**src/rtl/output_daemon.sv**
```systemverilog
// output_daemon: output-port collector of the 4x4 switch.
// Four source lanes, each buffered in a small FIFO, are merged by a
// round-robin arbiter into a single registered valid/ready output stage.
// Words that arrive on a full lane are discarded and counted.
module output_daemon #(
  parameter int FIFO_DEPTH = 4,
  parameter int CNT_W      = 16
) (
  input  logic              clk,
  input  logic              rst,
  input  logic [32:0]       from_input_buf_1,
  input  logic [32:0]       from_input_buf_2,
  input  logic [32:0]       from_input_buf_3,
  input  logic [32:0]       from_input_buf_4,
  output logic              buf_full_1,
  output logic              buf_full_2,
  output logic              buf_full_3,
  output logic              buf_full_4,
  input  logic              output_ready,
  output logic [31:0]       output_word,
  output logic              output_valid,
  output logic [CNT_W-1:0]  drop_count
);

  localparam int PTR_W = $clog2(FIFO_DEPTH);
  localparam int OCC_W = $clog2(FIFO_DEPTH + 1);

  logic [31:0]      mem    [4][FIFO_DEPTH];
  logic [PTR_W-1:0] wr_ptr [4];
  logic [PTR_W-1:0] rd_ptr [4];
  logic [OCC_W-1:0] count  [4];
  logic [32:0]      lane_in[4];

  logic [3:0] full;
  logic [3:0] push;
  logic [3:0] drop_vec;
  logic [3:0] pop;
  logic [2:0] n_drop;
  logic       load;
  logic [1:0] last_grant;
  logic [1:0] grant;
  logic [1:0] cand;
  logic       grant_vld;

  // Saturating add of this cycle's drops onto the running drop counter.
  function automatic logic [CNT_W-1:0] sat_add(input logic [CNT_W-1:0] a,
                                               input logic [2:0]       n);
    logic [CNT_W:0] s;
    s = {1'b0, a} + (CNT_W + 1)'(n);
    return s[CNT_W] ? {CNT_W{1'b1}} : s[CNT_W-1:0];
  endfunction

  assign lane_in[0] = from_input_buf_1;
  assign lane_in[1] = from_input_buf_2;
  assign lane_in[2] = from_input_buf_3;
  assign lane_in[3] = from_input_buf_4;

  assign buf_full_1 = full[0];
  assign buf_full_2 = full[1];
  assign buf_full_3 = full[2];
  assign buf_full_4 = full[3];

  // The stage accepts a new word when empty or when its word is being taken.
  assign load   = !output_valid || output_ready;
  assign n_drop = {2'b00, drop_vec[0]} + {2'b00, drop_vec[1]}
                + {2'b00, drop_vec[2]} + {2'b00, drop_vec[3]};

  // Lane write/drop decision uses the registered full flag only, so a pop
  // from a full lane never frees space for a write in the same cycle.
  always_comb begin
    full     = '0;
    push     = '0;
    drop_vec = '0;
    for (int i = 0; i < 4; i++) begin
      full[i]     = (count[i] == OCC_W'(FIFO_DEPTH));
      push[i]     = lane_in[i][32] && !full[i];
      drop_vec[i] = lane_in[i][32] &&  full[i];
    end
  end

  // Round-robin scan starting after the last granted lane; only registered
  // occupancy is looked at, so a word pushed this cycle is not yet eligible.
  always_comb begin
    grant     = last_grant;
    grant_vld = 1'b0;
    cand      = '0;
    pop       = '0;
    for (int i = 1; i <= 4; i++) begin
      cand = last_grant + 2'(i);
      if (!grant_vld && count[cand] != '0) begin
        grant     = cand;
        grant_vld = 1'b1;
      end
    end
    if (load && grant_vld) pop[grant] = 1'b1;
  end

  // FIFO storage; contents need no reset because pointers and counts do.
  always_ff @(posedge clk) begin
    for (int i = 0; i < 4; i++) begin
      if (push[i]) mem[i][wr_ptr[i]] <= lane_in[i][31:0];
    end
  end

  // FIFO pointers and occupancy per lane.
  always_ff @(posedge clk) begin
    if (!rst) begin
      for (int i = 0; i < 4; i++) begin
        wr_ptr[i] <= '0;
        rd_ptr[i] <= '0;
        count[i]  <= '0;
      end
    end else begin
      for (int i = 0; i < 4; i++) begin
        if (push[i]) wr_ptr[i] <= wr_ptr[i] + PTR_W'(1);
        if (pop[i])  rd_ptr[i] <= rd_ptr[i] + PTR_W'(1);
        case ({push[i], pop[i]})
          2'b10:   count[i] <= count[i] + OCC_W'(1);
          2'b01:   count[i] <= count[i] - OCC_W'(1);
          default: count[i] <= count[i];
        endcase
      end
    end
  end

  // Output stage, round-robin pointer and drop counter.
  always_ff @(posedge clk) begin
    if (!rst) begin
      output_valid <= 1'b0;
      output_word  <= '0;
      last_grant   <= 2'd3;
      drop_count   <= '0;
    end else begin
      if (load) begin
        if (grant_vld) begin
          output_valid <= 1'b1;
          output_word  <= mem[grant][rd_ptr[grant]];
          last_grant   <= grant;
        end else begin
          output_valid <= 1'b0;
        end
      end
      drop_count <= sat_add(drop_count, n_drop);
    end
  end

endmodule

```
**config.mk**
```make
export PLATFORM = sky130hd
export DESIGN_NAME = output_daemon
export DESIGN_NICKNAME = d
export VERILOG_FILES = /design/src/rtl/output_daemon.sv
export SDC_FILE = /design/constraint.sdc
export NUM_CORES = 1
export LEC_CHECK = 0
export BUFFER_PORTS_ARGS = -buffer_cell sky130_fd_sc_hd__buf_2
export CAP_MARGIN = 30
export CORE_MARGIN = 2
export CORE_UTILIZATION = 49
export DETAILED_ROUTE_END_ITERATION = 8
export GPL_TIMING_DRIVEN = 0
export HOLD_SLACK_MARGIN = 0.1
export PLACE_DENSITY = 0.67
export RECOVER_POWER = 25
export SETUP_SLACK_MARGIN = 0.5
export SLEW_MARGIN = 20
export SYNTH_ARGS = -nofsm -noshare
export SYNTH_HDL_FRONTEND = slang
export SYNTH_SLANG_ARGS = --single-unit
```
**constraint.sdc**
```tcl
create_clock -name clk -period 4.78 [get_ports clk]
set_input_delay 0.717 -clock clk [delete_from_list [all_inputs] [get_ports clk]]
set_output_delay 0.717 -clock clk [all_outputs]
set_load 0.005 [all_outputs]
```
; Word-level counts from Yosys, hierarchy flattened
; Memory sizes are Yosys's and may differ from the RTL's. A register that Yosys moved wholly into a read port is not among the register bits.
; Cells that the tools add are included.
[word_totals]
regBits = 51
latchBits = 0
mem_bits_rw = 540
mem_bits_ro = 0
inputBits = 135
out_inout_bits = 53
wordCells = 225
mem_count = 4
[op_classes]
add_sub_neg = 23
multipliers = 0
div = 0
magnitude_cmp = 11
eq_ne = 12
shifts = 0
n_mux = 111
bitwise = 25
n_reduce_logical = 35
[mem_list]
columns = memory, words, width, read_ports, rd_clocked_by_memory_dff, wr, line
row1 = mem, 4, 128, 1, 0, 4, 28  ; logic [31:0] mem [4][FIFO_DEPTH];
row2 = count, 4, 3, 8, 1, 4, 31  ; logic [OCC_W-1:0] count [4];
row3 = rd_ptr, 4, 2, 5, 0, 4, 30  ; logic [PTR_W-1:0] rd_ptr [4];
row4 = wr_ptr, 4, 2, 4, 0, 4, 29  ; logic [PTR_W-1:0] wr_ptr [4];
[ops]
columns = op, n
row1 = $mux 128, 4
row2 = $demux 32 s2, 4
row3 = $mux 32, 6
row4 = $mux 1, 67
row5 = $bmux 32 s2, 1
row6 = $mux 3, 12
row7 = $mux 2, 14
row8 = $or 1x1->1, 20
row9 = $add 2x1->2 const B, 9
row10 = $add 16x3->17, 1
row11 = $logic_and 1x1->1, 17
row12 = $mux 16, 1
row13 = $ge 3x3->1 const B, 5
row14 = $not 2->3, 5
row15 = $add 3x1->3 const B, 4
row16 = $eq 3x3->1 const B, 4
row17 = $lt 3x1->1 const B, 4
row18 = $reduce_bool 3->1, 4
row19 = $sub 3x1->3 const B, 4
row20 = $eq 2x1->1 const B, 4
row21 = $eq 2x2->1 const B, 4
row22 = $logic_not 1->1, 8
row23 = $reduce_or 2->1, 4
row24 = $add 2x2->2 const B, 2
row25 = other kinds (9), 9

; Logic depth before layout (Yosys ltp)
; Gate-level depths: netlist of run 1.
; An unclocked memory read counts as a cell.
[depth]
ltp_word = 25
depth_mapped = 17
mapped_depth_nobuf = 15

; Worst setup path before layout of run 1
; No wires, ideal clock.
[synth_timing]
path_kind = flip-flop to flip-flop
startpoint = memory count[1][1] in the netlist's numbering
endpoint = memory count[2][2] in the netlist's numbering (data pin)
setup_time_ps = 267
t_arrival_ps = 3201
t_required_ps = 4513
setup_slack_ps = 1311
stages_incl_launch_ff = 18
path_buffers = 3
synth_period_minus_slack_ps = 3469
cell_sequence = edfxtp_1 -> or3_1 -> buf_2 -> a211oi_2 -> nor4_1 -> clkbuf_1 -> clkbuf_1 -> nor3_1 -> nand2_1 -> inv_1 -> ha_1 -> nand2_1 -> xnor2_1 -> ha_1 -> nor2_1 -> mux2i_1 -> xor2_1 -> nor2_1
[synth_lines]
columns = element, line
row1 = "start, declared", 31

==> results of run 1 <==
cells in the final DEF, fill, tap and decap left out, types with 5 or more instances in the layout:
master / instances
buf_2: 147
o211ai_2: 31
and3_4: 6
nand2_1: 326
o41ai_1: 5
clkinv_1: 5
dfxtp_1: 53
nor3_1: 13
xor2_1: 11
clkbuf_8: 7
a21oi_1: 211
mux2i_1: 35
ha_1: 29
edfxtp_1: 540
and3_1: 9
clkbuf_1: 148
and3_2: 10
nand3_1: 9
diode_2: 5
buf_12: 9
clkinvlp_4: 7
fa_1: 5
o21ai_0: 8
a22oi_1: 64
o41ai_2: 30
clkbuf_16: 58
clkinv_2: 9
xnor2_1: 9
inv_1: 35
nor2_1: 42
a22o_1: 64
where the power goes:
group	internal, mW	total, mW	switching (mW)
clock network	2.39	4.30	1.91
registers	6.50	6.81	0.312
logic	3.10	10.2	7.12
worst max-delay path, cell delays in order (launching register included):
cell and delay (ps):
edfxtp_1 520, or4_1 610, o22a_1 260, nand3_2 260, buf_2 360, clkbuf_2 350, nand2_1 190, inv_1 110
ha_1 240, nand2_1 100, fa_1 410, xor2_1 200, nor3_1 80, a21oi_1 120, nor2_1 50
metrics by stage:
step	hold WS, ps	power, mW
floorplan	471	13.1
global placement	459	16.6
detailed placement	455	16.9
CTS	295	21.2
global route	338	22.2
finish	340	21.3
sequential cells by signal, summed over array words and instances, names as in the netlist, named ones only:
signal / cells
count: 12
drop_count: 16
last_grant: 2
mem: 512
output_valid: 1
output_word: 32
rd_ptr: 8
wr_ptr: 8
cell type report:
| cell class | instances | area (um2) | area share (%) |
|---|---|---|---|
| Antenna cell | 5 | 12.5 | 0.0452 |
| Multi-Input combinational cell | 969 | 6190 | 22.4 |
| Clock inverter | 22 | 159 | 0.575 |
| Tap cell | 622 | 778 | 2.81 |
| Inverter | 36 | 135 | 0.489 |
| Clock buffer | 82 | 1610 | 5.83 |
| Buffer | 100 | 448 | 1.62 |
| Timing Repair Buffer | 197 | 1050 | 3.78 |
| Sequential cell | 593 | 17300 | 62.5 |
worst max-delay path by stage:
stage	from	end	slack [ps]
finish	count[2][1]	count[1][2]	680
global route	count[3][2]	count[1][2]	510
CTS	count[3][2]	count[2][2]	570
detailed placement	count[3][2]	count[2][2]	90
global placement	count[3][2]	count[2][2]	170
floorplan	count[1][1]	count[2][2]	1310
what timing repair did:
| action | 4_1_cts | 5_1_grt |
|---|---|---|
| pin swaps | 0 | 0 |
| endpoints found under the setup margin | 12 | 1 |
| buffers inserted | 0 | 0 |
| resized for setup | 4 | 3 |
| hold buffers | 0 | 0 |
routing by layer:
| layer | routed length [um] | share of wire [%] | global-route usage [%] |
|---|---|---|---|
| met2 | 33300 | 47 | 44.3 |
| met3 | 7530 | 11 | 5.59 |
| met4 | 2520 | 3.5 | 11.2 |
| met1 | 27800 | 39 | 38.5 |
| met5 | 28 | 0.039 | 0 |
logic make-up after synthesis:
logic type | after synthesis
mux | 37
flops | 593
compound gates | 431
simple gates | 447
buf+inv | 136
fa+ha+maj | 34
xor+xnor | 20
==> key figures, run 1 <==
Drt
  • Number of remaining DRC errors: 0
  • Iteration-0 DRC Markers: ~1,900
  • DRT Wirelength: between 70,000 and 80,000 um
  • Antenna-violating nets left: 0
  • Vias per std cell: between 6 and 7
  • First-pass DRT Iterations: 8
  • Via count: about 16,000
  • Routed WL per cell: around 27 um

Worst hold path
  • Worst Hold Class: in -> reg
  • Hold EP: mem[3][6]
  • Hold wc startpoint: from_input_buf_4[6]
  • WHS Path Cells: 1

Finish
  • Area Growth Syn to Fin: 15.3%
  • Final Util: a little under three fifths
  • Fillers: 3,927
  • Fin nets: around 2,100
  • Post-route insts no fill: between 2,000 and 3,000
  • Fraction of layout cells with a size suffix above 1: between 10% and 20%
  • Final Instance Area: around 28,000 um2

Clock network
  • Worst-path clk slew: 60 ps
  • Max Buffers Root-to-Sink: 3
  • Root Driver: clkbuf_16
  • Clock latency on the worst-skew pair: about 620 ps
  • Clk sinks: between 500 and 600
  • CTS tree: yes
  • Num CTS Buffers: 57
  • H-tree Lvls: 2

STA
  • Fin. Hold Viols: 0
  • Max frequency: roughly 0.24 GHz
  • Tmin final: approximately 4100 ps
  • Clock skew: ~22 ps
  • RSZ-0062 raised after global routing: false
  • Final period util: 85.7%
  • Pins Over Slew Limit: 0
  • Slew HR: a little over a third
  • Least-Margin Pin Slew: slightly below 1000 ps
  • Worst Setup Slack, final: roughly 700 ps
  • Final setup TNS: 0 ps
  • # setup viols final: 0

Floorplanning
  • I/O pins: between 150 and 200
  • Die Span Y: approximately 230 um
  • # rows: 81
  • Die width: around 230 um
  • Std-Cell Core Area: ~49,000 um2
  • Initial core utilization: approximately half
  • Die area: between 50,000 and 60,000 um2

Worst setup path
  • RR Endpoint: count[1][2]
  • Setup CP Type: reg -> reg
  • Critical path arrival: 4450 ps
  • Worst EP required: a little over 5000 ps
  • Reg2reg setup slack: just under 700 ps
  • Max FO, Critical Path: 10
  • Crit. End Element: register
  • RR Startpoint: count[2][1]
  • CP startpoint kind: register
  • FF-to-FF path depth: 14

Synthesis
  • Syn Nets: 1,867
  • Mux contribution to synthesized area: 1.65%
  • Flops & latches, synth: 593
  • Mapped cell area: 24,000 um2
  • Top-count cell post-synth: edfxtp_1
  • Ys Warns: 0
  • Yosys cell types: 54
  • Area fraction of the dominant cell type after synthesis: roughly two thirds
  • Syn Inst Count: 1,698
  • Largest family of logic cells by synthesized area: compound AO/OA/AOI/OAI gates
  • Synth area leader: edfxtp_1
  • Async SR Flop Fraction: 0%
  • Synth Area in Adders: 1.93%
  • Mean post-synth cell area: between 10 and 15 um2
  • Synth Flop Type: edfxtp_1
  • Post-synth top cells: 540 x edfxtp_1, 326 x nand2_1, 211 x a21oi_1
  • Synth top area cells: edfxtp_1 68%, nand2_1 5.1%, dfxtp_1 4.4%, a21oi_1 4.4%, a22o_1 2.3%
  • Post-synth EDFFs: 540
  • Synth Area in XOR/XNOR: less than 1%
  • Post-Synth Simple-Gate Area: 7.89%
  • Compound-Gate Fraction of Synth Area: between 10% and 20%
  • Post-synthesis sequential area ratio: 72.0%

Power and ir drop
  • Pleak: 9.99 nW
  • VDD IR max: approximately 0.00052 V
  • Power Dens Cells: 772 nW/um2

GRT
  • First-pass GRT wire length: ~100,000 um
  • Initial antenna violation count: 6
  • Largest net degree at the start of global routing: 33
  • Vias in the first global route: between 15,000 and 20,000
  • Total grt overflow: 0
  • All-layer global routing usage: approximately 28%

Placed design
  • Post-place setup slack: just under 90 ps
  • DP Area: roughly 26,000 um2
  • GPL Wtd Cong: about 0.86
  • DP HPWL: about 46,000 um
  • Port Buf Inserts: 187
  • Dpl cells: 2,517

Flow run
  • Max-cap check violation count: 0

Status
  • Status: finished, final reports clean
No activity file was read; power rests on OpenSTA's default activity.
==> inputs of run 2 (changes only) <==
Settings changed: PLACE_DENSITY 0.67 to unset, PLACE_DENSITY_LB_ADDON set to 0.25.
==> run 2 against run 1 <==
Compared with the run above: wire length increased by 0.47%; clock skew down 3.1 ps; clock power rose by 9.3%; register-to-register slack improved by 20 ps; first-iteration DRC count decreased by 4.3%; flip-flop and latch count did not move; non-clock buffer count is the same; design area grew 0.89%; core utilization grew 0.51 points; die area unchanged; sequential share of layout area decreased by 0.55 points; critical endpoint is now count[0][2]; largest cell class unchanged; largest power group unchanged; highest routed layer unchanged.
==> key figures, run 2 (synthesis gave the netlist of run 1 again) <==
Finish
  • Post-route insts no fill: 2,631 (+0.19%)
  • Commonest non-fill, non-tap cell in the layout: edfxtp_1
  • Fin nets: 2,125 (+0.094%)
  • Commonest non-fill, non-tap cells in the layout: 540 x edfxtp_1, 326 x nand2_1, 211 x a21oi_1
  • Final Instance Area: 27,900 um2 (+0.89%)
  • Fraction of layout cells with a size suffix above 1: 16.6% (-0.10 points)
  • Area Growth Syn to Fin: 16.3%
  • Final Util: 57.4% (+0.51 points)
  • Max reg flops: 512 (unchanged)
  • Fillers: 3,837 (-2.3%)

STA
  • Final period util: 85.4% (-0.33 points)
  • Slew HR: 32.6% (-2.1 points)
  • RSZ-0062 raised after global routing: true
  • Tmin final: 4080 ps (-15.9 ps)
  • Fin. Hold Viols: 0 (unchanged)
  • Pins Over Slew Limit: 0 (unchanged)
  • Final hold slack: 334 ps (-6.93 ps)
  • Final setup TNS: 0 ps (unchanged)
  • # setup viols final: 0 (unchanged)
  • Max frequency: 0.245 GHz (+0.39%)
  • Clock skew: 19.0 ps (-3.10 ps)
  • Least-Margin Pin Slew: 1010 ps (+31.6 ps)
  • Worst Setup Slack, final: 698 ps (+15.9 ps)

Worst setup path
  • Setup crit end: count[0][2]
  • Crit path from: count[3][2]
  • RR Endpoint: count[0][2]
  • CP Buf/Inv Count: 5 (+2)
  • Max FO, Critical Path: 10 (unchanged)
  • RR Startpoint: count[3][2]
  • Worst EP required: 5140 ps (about the same)
  • Reg2reg setup slack: 700 ps (+20 ps)
  • CP startpoint kind: register
  • Delay-heaviest family, CP: buffers and inverters
  • Crit. End Element: register
  • Critical-path top delay cell: edfxtp_1
  • CP Depth: 16 (+2)
  • CP peak stage delay: 520 ps (-90 ps)
  • Crit-path cells: or3_1 > clkbuf_1 > a22oi_2 > and3_1 > buf_2 > clkbuf_4 > buf_2 > nand2_1 > inv_1 > ha_1 > nand2_1 > fa_1 > xor2_1 > nor3_1 > a21oi_1 > nor2_1
  • Setup CP Type: reg -> reg
  • Critical path arrival: 4440 ps (about the same)
  • FF-to-FF path depth: 16 (+2)

Floorplanning
  • I/O pins: 188 (unchanged)
  • Std-Cell Core Area: 48,600 um2 (unchanged)
  • Die area: 50,700 um2 (unchanged)
  • Die width: 225 um (unchanged)
  • Die Span Y: 225 um (unchanged)
  • Initial core utilization: 49.3% (unchanged)
  • # rows: 81 (unchanged)

Drt
  • Antenna-violating nets left: 0 (unchanged)
  • DRT Wirelength: 71,400 um (+0.47%)
  • Iteration-0 DRC Markers: 1,800 (-4.3%)
  • First-pass DRT Iterations: 5 (-3)
  • Via count: 15,900 (+0.57%)
  • Routed WL per cell: 27.2 um (+0.28%)
  • Number of remaining DRC errors: 0 (unchanged)
  • Vias per std cell: 6.06 (+0.38%)

Power and ir drop
  • Power Dens Cells: 780 nW/um2 (+1.1%)
  • VDD IR max: 0.000644 V (+23%)
  • Pleak: 10.1 nW (+1.2%)
  • Overall Power: 21.8 mW (+2.0%)

Clock network
  • Num CTS Buffers: 59 (+3.5%)
  • CTS hold repair buffers: 0 (unchanged)
  • Root Driver: clkbuf_16
  • Clock latency on the worst-skew pair: 630 ps (about the same)
  • Max Buffers Root-to-Sink: 3 (unchanged)
  • CTS tree: yes
  • Worst-path clk slew: 60 ps (about the same)
  • H-tree Lvls: 2 (unchanged)
  • Clk sinks: 593 (unchanged)

GRT
  • Met2 usage: 44.8% (+0.52 points)
  • GRT Max-Usage Layer: met2
  • Vias in the first global route: 15,800 (+0.21%)
  • Met1 Usage GRT: 38.3% (-0.20 points)
  • Total grt overflow: 0 (unchanged)
  • Largest net degree at the start of global routing: 33 (unchanged)
  • Initial antenna violation count: 5 (-1)
  • Met3 usage: 6.49% (+0.90 points)
  • All-layer global routing usage: 28.1% (+0.054 points)
  • First-pass GRT wire length: 102,000 um (+0.30%)

Placed design
  • Dpl cells: 2,517 (unchanged)
  • GPL Wtd Cong: 0.848 (-1.8%)
  • DP Area: 26,000 um2 (+0.16%)
  • DP HPWL: 46,000 um (-0.11%)
  • Post-place setup slack: 122 ps (+34.6 ps)
  • Port Buf Inserts: 187 (unchanged)

Worst hold path
  • Worst Hold Class: in -> reg

Flow run
  • Max-cap check violation count: 0 (unchanged)

Status
  • Status: finished, final reports clean
-- run 2: where the power goes --
group          switching (mW)  internal [mW]  total (mW)  leakage, nW
registers               0.312           6.50        6.81         5.42
clock network            1.96           2.73        4.70        0.957
logic                    7.12           3.12        10.2         3.73
-- run 2: final cells by class --
| type | instances | area [um2] | area share, % |
|---|---|---|---|
| clock buffers | 85 | 1700 | 6.08 |
| well taps | 622 | 778 | 2.79 |
| repair buffers | 197 | 1080 | 3.87 |
| plain buffers | 100 | 453 | 1.62 |
| multi-input cells | 969 | 6200 | 22.2 |
| inverters | 36 | 135 | 0.484 |
| flip-flops and latches | 593 | 17300 | 61.9 |
| clock inverters | 25 | 274 | 0.982 |
| diodes | 4 | 10.0 | 0.0359 |
-- run 2: worst min path at each step --
| stage | start | end | slack (ps) | depth (start not counted) |
|---|---|---|---|---|
| 2_1_floorplan | output_word[10] | output_word[10] | 470 | 2 |
| 3_3_place_gp | output_word[15] | output_word[15] | 460 | 2 |
| 3_5_place_dp | output_word[15] | output_word[15] | 460 | 2 |
| 4_1_cts | from_input_buf_1[0] | mem[0][0] | 290 | 1 |
| 5_1_grt | from_input_buf_3[3] | mem[2][3] | 330 | 1 |
| 6_report | from_input_buf_1[30] | mem[0][30] | 330 | 1 |
-- run 2: repair_timing --
item,4_1_cts,5_1_grt
buffers inserted,0,0
setup endpoints to repair,11,7
endpoints found under the hold margin,0,0
gates resized for setup,3,9
-- run 2: worst register-to-register path: stages, from the launching register on --
cell,delay [ps]
edfxtp_1,520
or3_1,400
clkbuf_1,180
a22oi_2,200
and3_1,170
buf_2,220
clkbuf_4,320
buf_2,300
nand2_1,190
inv_1,130
ha_1,240
nand2_1,100
fa_1,400
xor2_1,200
nor3_1,80
a21oi_1,130
nor2_1,50
-- run 2: per-layer routing --
| metal | vias to the layer above | routed length, um |
|---|---|---|
| met4 | 2 | 2540 |
| li1 | 6938 | - |
| met3 | 167 | 7770 |
| met1 | 7870 | 27900 |
| met2 | 963 | 33200 |
| met5 | - | 14 |
